--- config.mk ---
export PLATFORM = sky130hd
export DESIGN_NAME = scroll_text_7seg
export DESIGN_NICKNAME = d
export VERILOG_FILES = /design/src/rtl/scroll_text_7seg.sv
export SDC_FILE = /design/constraint.sdc
export NUM_CORES = 1
export LEC_CHECK = 0
export ABC_AREA = 1
export CELL_PAD_IN_SITES_DETAIL_PLACEMENT = 0
export CELL_PAD_IN_SITES_GLOBAL_PLACEMENT = 1
export CORE_MARGIN = 2
export CORE_UTILIZATION = 45
export CTS_CLUSTER_DIAMETER = 40
export DETAILED_ROUTE_END_ITERATION = 12
export PLACE_DENSITY_LB_ADDON = 0.1
export SLEW_MARGIN = 0
export SYNTH_ARGS = -nofsm -noshare
export SYNTH_HDL_FRONTEND = slang
export SYNTH_SLANG_ARGS = --single-unit
export TNS_END_PERCENT = 10
--- constraint.sdc ---
create_clock -name Clock -period 3.9 [get_ports Clock]
set_clock_uncertainty 0.1 [all_clocks]
set_input_delay 0.78 -clock Clock [delete_from_list [all_inputs] [get_ports Clock]]
set_output_delay 0.78 -clock Clock [all_outputs]
set_load 0.02 [all_outputs]
--- src/rtl/scroll_text_7seg.sv ---
// Scrolls a writable MSG_LEN-character message across NUM_DIGITS active-low 7-segment displays,
// stepping on a divided-clock tick (auto) or on Step rising edges (manual).
module scroll_text_7seg #(
   parameter int unsigned NUM_DIGITS = 4,
   parameter int unsigned MSG_LEN    = 8,
   parameter int unsigned TICK_DIV   = 25000000,
   parameter int unsigned CHAR_W     = 3
) (
   input  logic                       Clock,
   input  logic                       Resetn,
   input  logic                       En,
   input  logic                       Mode,
   input  logic                       Dir,
   input  logic                       Step,
   input  logic                       wr_en,
   input  logic [$clog2(MSG_LEN)-1:0] wr_addr,
   input  logic [CHAR_W-1:0]          wr_data,
   output logic [8*NUM_DIGITS-1:0]    HEX,
   output logic [$clog2(MSG_LEN)-1:0] pos
);

   localparam int unsigned AW = $clog2(MSG_LEN);
   localparam int unsigned TW = $clog2(TICK_DIV);
   localparam int unsigned HW = 8 * NUM_DIGITS;

   typedef enum logic [1:0] {ST_STOP, ST_AUTO, ST_MANUAL} state_e;

   state_e              state_q, state_d;
   logic [TW-1:0]       cnt_q, cnt_d;
   logic [AW-1:0]       pos_q, pos_d;
   logic                step_q, step_d;
   logic [CHAR_W-1:0]   msg_q [MSG_LEN];
   logic [CHAR_W-1:0]   msg_d [MSG_LEN];
   logic [HW-1:0]       hex_q, hex_d;
   logic                step_c;
   logic                addr_ok_c;

   // Segment byte is {a,b,c,d,e,f,g,dp}, 0 = lit; dp always off.
   function automatic logic [7:0] seg_decode(input logic [CHAR_W-1:0] code);
      logic [7:0] seg;
      case (32'(code))
         0:       seg = 8'b1001000_1;
         1:       seg = 8'b0110000_1;
         2:       seg = 8'b1110001_1;
         3:       seg = 8'b0000001_1;
         4:       seg = 8'b1000010_1;
         5:       seg = 8'b0000001_1;
         6:       seg = 8'b1111110_1;
         default: seg = 8'b1111111_1;
      endcase
      return seg;
   endfunction

   // Out-of-range write addresses only exist when MSG_LEN is not a power of two.
   if ((1 << AW) > MSG_LEN) begin : g_addr_chk
      assign addr_ok_c = (32'(wr_addr) < MSG_LEN);
   end else begin : g_addr_full
      assign addr_ok_c = 1'b1;
   end

   always_comb begin
      state_d = state_q;
      cnt_d   = cnt_q;
      pos_d   = pos_q;
      step_d  = Step;
      step_c  = 1'b0;

      if (!En)       state_d = ST_STOP;
      else if (Mode) state_d = ST_MANUAL;
      else           state_d = ST_AUTO;

      if (state_q == ST_MANUAL && state_d == ST_AUTO) begin
         cnt_d = '0;
      end else if (state_q == ST_AUTO) begin
         if (cnt_q == TW'(TICK_DIV - 1)) begin
            cnt_d  = '0;
            step_c = 1'b1;
         end else begin
            cnt_d = cnt_q + TW'(1);
         end
      end

      if (state_q == ST_MANUAL && Step && !step_q) step_c = 1'b1;

      if (step_c) begin
         if (!Dir) pos_d = (pos_q == AW'(MSG_LEN - 1)) ? '0 : pos_q + AW'(1);
         else      pos_d = (pos_q == '0) ? AW'(MSG_LEN - 1) : pos_q - AW'(1);
      end
   end

   always_comb begin
      for (int i = 0; i < int'(MSG_LEN); i++) begin
         msg_d[i] = msg_q[i];
         if (wr_en && addr_ok_c && wr_addr == AW'(i)) msg_d[i] = wr_data;
      end
   end

   // Leftmost digit shows msg[pos]; display reads last cycle's pos and buffer.
   always_comb begin
      hex_d = '1;
      for (int k = 0; k < int'(NUM_DIGITS); k++) begin
         hex_d[8*k +: 8] = seg_decode(msg_q[AW'((32'(pos_q) + NUM_DIGITS - 1 - 32'(k)) % MSG_LEN)]);
      end
   end

   always_ff @(posedge Clock or negedge Resetn) begin
      if (!Resetn) begin
         state_q <= ST_STOP;
         cnt_q   <= '0;
         pos_q   <= '0;
         step_q  <= 1'b0;
         hex_q   <= '1;
         for (int i = 0; i < int'(MSG_LEN); i++) msg_q[i] <= CHAR_W'(7);
      end else begin
         state_q <= state_d;
         cnt_q   <= cnt_d;
         pos_q   <= pos_d;
         step_q  <= step_d;
         hex_q   <= hex_d;
         for (int i = 0; i < int'(MSG_LEN); i++) msg_q[i] <= msg_d[i];
      end
   end

   assign HEX = hex_q;
   assign pos = pos_q;

endmodule
# Yosys cells after proc, flatten, opt, wreduce, memory -nomap -nowiden
# Index checks and enable logic that the tools add are counted.
# Widths: inputs -> output; s select.
# word_totals
regBits	87
input_bits	13
output_inout_bits	35
elab_cells	116
# classes
n_reduce_logical	23
addsub	8
n_mux	28
n_eq_ne	36
n_lt_le_gt_ge	4
bitwise_logic	4
# ops
cell	n
$pmux 8 s6	4
$mux 25	3
$eq 3x3->1 const B	17
$bmux 3 s3	4
$mux 3	11
$eq 3x2->1 const B	10
$add 25x1->25 const B	1
$eq 25x25->1 const B	1
$logic_not 3->1	6
$ge 4x4->1 const B	4
$not 3->4	4
$eq 3x1->1 const B	5
$logic_and 1x1->1	11
$sub 3x1->3 const B	3
$reduce_or 2->1	4
$eq 2x1->1 const B	2
$mux 1	4
$mux 2	2
$add 3x1->3 const B	1
$add 3x3->3 const B	1
$sub 3x2->3 const B	1
$sub 3x3->3 const B	1
$eq 2x2->1 const B	1
$reduce_bool 2->1	1
$logic_not 1->1	1

# Logic depth before layout (Yosys ltp)
# logic_depth
depth_word	10
mapped_depth	16
mapped_depth_nobuf	13

# Worst setup path before layout
# No wires, ideal clock.
# synth_path
path_type	register to register
from	register pos_q[0] (netlist: pos[0])
to	register hex_q[12] (netlist: HEX[12])
required_ps	3732
path_buffers	5
path_slack_ps	1587
synth_period_minus_slack_ps	2313
stages_incl_launch_ff	15
arrival_time_ps	2145
setup_time_ps	68
cell_sequence	dfrtp_1 -> buf_6 -> inv_4 -> buf_12 -> buf_6 -> ha_1 -> buf_4 -> nand2_4 -> nand2_4 -> buf_6 -> nand2_1 -> nand3_1 -> nand2_2 -> nand2_1 -> a21oi_2
# synth_via
elab_chain_len	10
elab_cells_between_ends	16
cone_classes	3 x add/sub; 6 x eq/ne; 4 x mux; 1 x bitwise; 2 x reduce/logical
# synth_lines
element	line_no	text
from (decl)	30	logic [AW-1:0] pos_q, pos_d;
from (signal assigned)	117	pos_q <= pos_d;
$add 3x3->3 (*)	102	hex_d[8*k +: 8] = seg_decode(msg_q[AW'((32'(pos_q) + NUM_DIGITS - 1 - 32'(k)) % MSG_LEN)]);
$sub 3x1->3 (*) (2 in a row)	102	
$not 3->4 (not written as such) (*)	102	
$bmux 3 s3 (*)	102	
$mux 3 (not written as such) (*) (2 in a row)	102	
$eq 3x3->1 or $eq 3x2->1 (tied branches)	41	case (32'(code))
$reduce_or 2->1 (no line)	n/a	
$pmux 8 s6 (*)	41	
via hex_d[12]	34	logic [HW-1:0] hex_q, hex_d;
to (signal assigned)	112	hex_q <= '1;
to (signal assigned)	119	hex_q <= hex_d;
to (decl)	34	
# Mark *: on every way through the listed nets, which the timed path passes. The rest lies on a longest branch. The select of a mux whose other input is x is not followed.
# A chain may end at the register's enable or synchronous reset.

# Final worst setup path
# layout_path
from	register pos_q[0] (netlist: pos[0])
to	output port pos[0]
# layout_lines
element	line_no	text
to (decl)	19	output logic [$clog2(MSG_LEN)-1:0] pos
# No word-level cell between the ends.

==> results.txt <==
Outcome = finished, final reports clean
TritonCTS Buffers = 9
Final routed DRC violation total = 0
Die extent in x = 109 µm
Compound-cell area share of the yosys netlist = 0.0711
Most frequent cells in the layout = nand2_1, inv_1, nand3_1
TritonCTS clock tree = done
Clock transition at path regs = 80 ps
Port buffer count = 43
Clock Path Buffers = 2
Dpl hpwl = 8610 µm
Pwr dens = 783 mW/mm²
Final Cycle Share = 0.686
Multiplexer share of the synthesized area = 0
Layout Utilization = 0.521
GRT Total Usage = 0.206
Synth cell types = 36
Crit path launch = pos[0]$_DFFE_PN0P_
Post-Synth Simple-Gate Area = 0.393
First-pass detailed-route iteration total = 5
Synthesized flop and latch total = 79
CTS H-tree depth = 3
Ys Warns = 0
Min-delay src = msg_q[21]$_DFFE_PN1P_
Share of layout cells above drive strength 1 = 0.112
Leakage power total = 0.00274 µW
Post-CTS Resized = 0
Worst Hold Class = flop to flop
Synth-to-layout area growth = 13.2%
Synthesized area per cell = 6.82 µm²
CP endpoint kind = primary output
Most common cell after layout, fill and taps aside = nand2_1
CP Max Fanout = 38
Drt first-iter violations = 388
Worst Path Arrival = 1800 ps
Critical R2R Launch = pos[0]$_DFFE_PN0P_
Fmax = 0.374 GHz
Final Instance Area = 0.00562 mm²
Crit path kind = flop to primary output
Register area share after synthesis = 0.410
Hold WS = 399 ps
Routed via count = 4465
Max-slew violations = 0
Vias per cell = 4.93
Initial Utilization = 0.460
Clk sink count = 79
Max-slew headroom = 0.360
Crit path launch type = flop
Gpl congestion = 0.832
Unrepaired setup endpoints after global routing = no
I/O Pins = 48
Postcts setup bufs = 0
Vias in the first global route = 3930
Die ar. = 0.0119 mm²
Tightest Pin Transition = 960 ps
Gate Count Post-Synth = 728
Synth Area in Adders = 0.0126
First-pass GRT wire length = 18900 µm
Antenna violations before repair = 0
# setup viols final = 0
Core area = 0.0108 mm²
Final nets = 779
Final ANT Viol Nets = 0
Final Hold Vio Count = 0
FILL cells = 1084
Num rows = 38
Total grt overflow = 0
Largest family of logic cells by synthesized area = simple AND/OR/NAND/NOR gates
Xor/xnor cell area share of the yosys netlist = 0.0123
Minimum clock period = 2680 ps
Skew-Pair Late Insertion Delay = 370 ps
Ant diodes = 0
WL per Instance = 12.6 µm
Final wirelength = 11500 µm
CTS Hold Bufs = 0
Mapped cell area = 0.00497 mm²
Dpl cell area = 0.00539 mm²
Overall die height = 109 µm
Root cell of the clock tree = clkbuf_8
Setup TNS = 0 ps
Req. time, crit path = 3020 ps
IR drop worst, VDD = 0.387 mV
Max Cap Viol = 0
Largest net degree at the start of global routing = 80
synth_stat cells, drive strengths merged:
library cell | number | area share
nand2 | 341 | 0.27
inv | 76 | 0.058
nand3 | 64 | 0.065
dfstp | 48 | 0.25
nor2 | 48 | 0.039
o21ai | 43 | 0.043
dfrtp | 31 | 0.16
buf | 23 | 0.040
nand4 | 10 | 0.013
o22ai | 10 | 0.013
ha | 5 | 0.013
xor2 | 5 | 0.0088
a21oi | 4 | 0.0048
clkbuf | 3 | 0.0023
nor3 | 3 | 0.0030
a21o | 2 | 0.0030
and2 | 2 | 0.0025
nand3b | 2 | 0.0030
o21a | 2 | 0.0030
o21bai | 2 | 0.0030
xnor2 | 2 | 0.0035
a31oi | 1 | 0.0013
conb | 1 | 0.00076
metal layers:
layer,wire length [µm],vias up,track usage
met5,0,-,0
met4,162,0,0.0769
met2,4690,96,0.293
li1,-,2331,-
met1,6080,2025,0.316
met3,519,13,0.0269
per-stage QoR:
stage	worst slack [ps]	cells	total power (µW)
floorplan	1590	731	3150
global placement	1470	890	3640
detailed placement	1410	890	3690
CTS	1200	906	4420
global route	1160	906	4800
finish	1220	906	4400
worst max-delay path, stage by stage, from the launching register on:
cell	delay (ps)
dfrtp_1	390
buf_4	340
clkdlybuf4s50_1	700
registers in the layout, indices dropped and copies added (netlist names):
name / cells
state_q: 2
pos: 3
HEX: 24
msg_q: 24
step_q: 1
cnt_q: 25
where the power goes:
group | internal, µW | switching, µW
logic | 820 | 1490
registers | 1180 | 184
clock network | 423 | 305
total | 2430 | 1980
kinds of logic after synthesis:
family	count (synthesis)
XOR/XNOR	7
adder cells (fa/ha/maj)	5
buffers and inverters	102
AO/OA/AOI/OAI	64
other	1
flip-flops	79
AND/OR/NAND/NOR	470
path summary, 6_finish.rpt:
path                            cells past startpoint  slack [ps]                    end
worst max-delay path                                2        1220                 pos[0]
worst min-delay path                                2         400  msg_q[21]$_DFFE_PN1P_
worst max register to register                     11        1370      HEX[12]$_DFF_PN1_
worst min register to register                      2         400  msg_q[21]$_DFFE_PN1P_
max in group asynchronous                           1        2610  cnt_q[22]$_DFFE_PN0P_
min in group asynchronous                           1         470   state_q[0]$_DFF_PN0_
final cells by class:
type / instances / area [µm²] / area share
Clock buffer: 10 / 128 / 0.0227
Clock inverter: 6 / 109 / 0.0194
Inverter: 76 / 288 / 0.0512
Multi-Input combinational cell: 550 / 2440 / 0.434
Sequential cell: 79 / 2040 / 0.362
Tap cell: 140 / 175 / 0.0312
Timing Repair Buffer: 45 / 443 / 0.0788
Power figures use the tool's default switching activity.
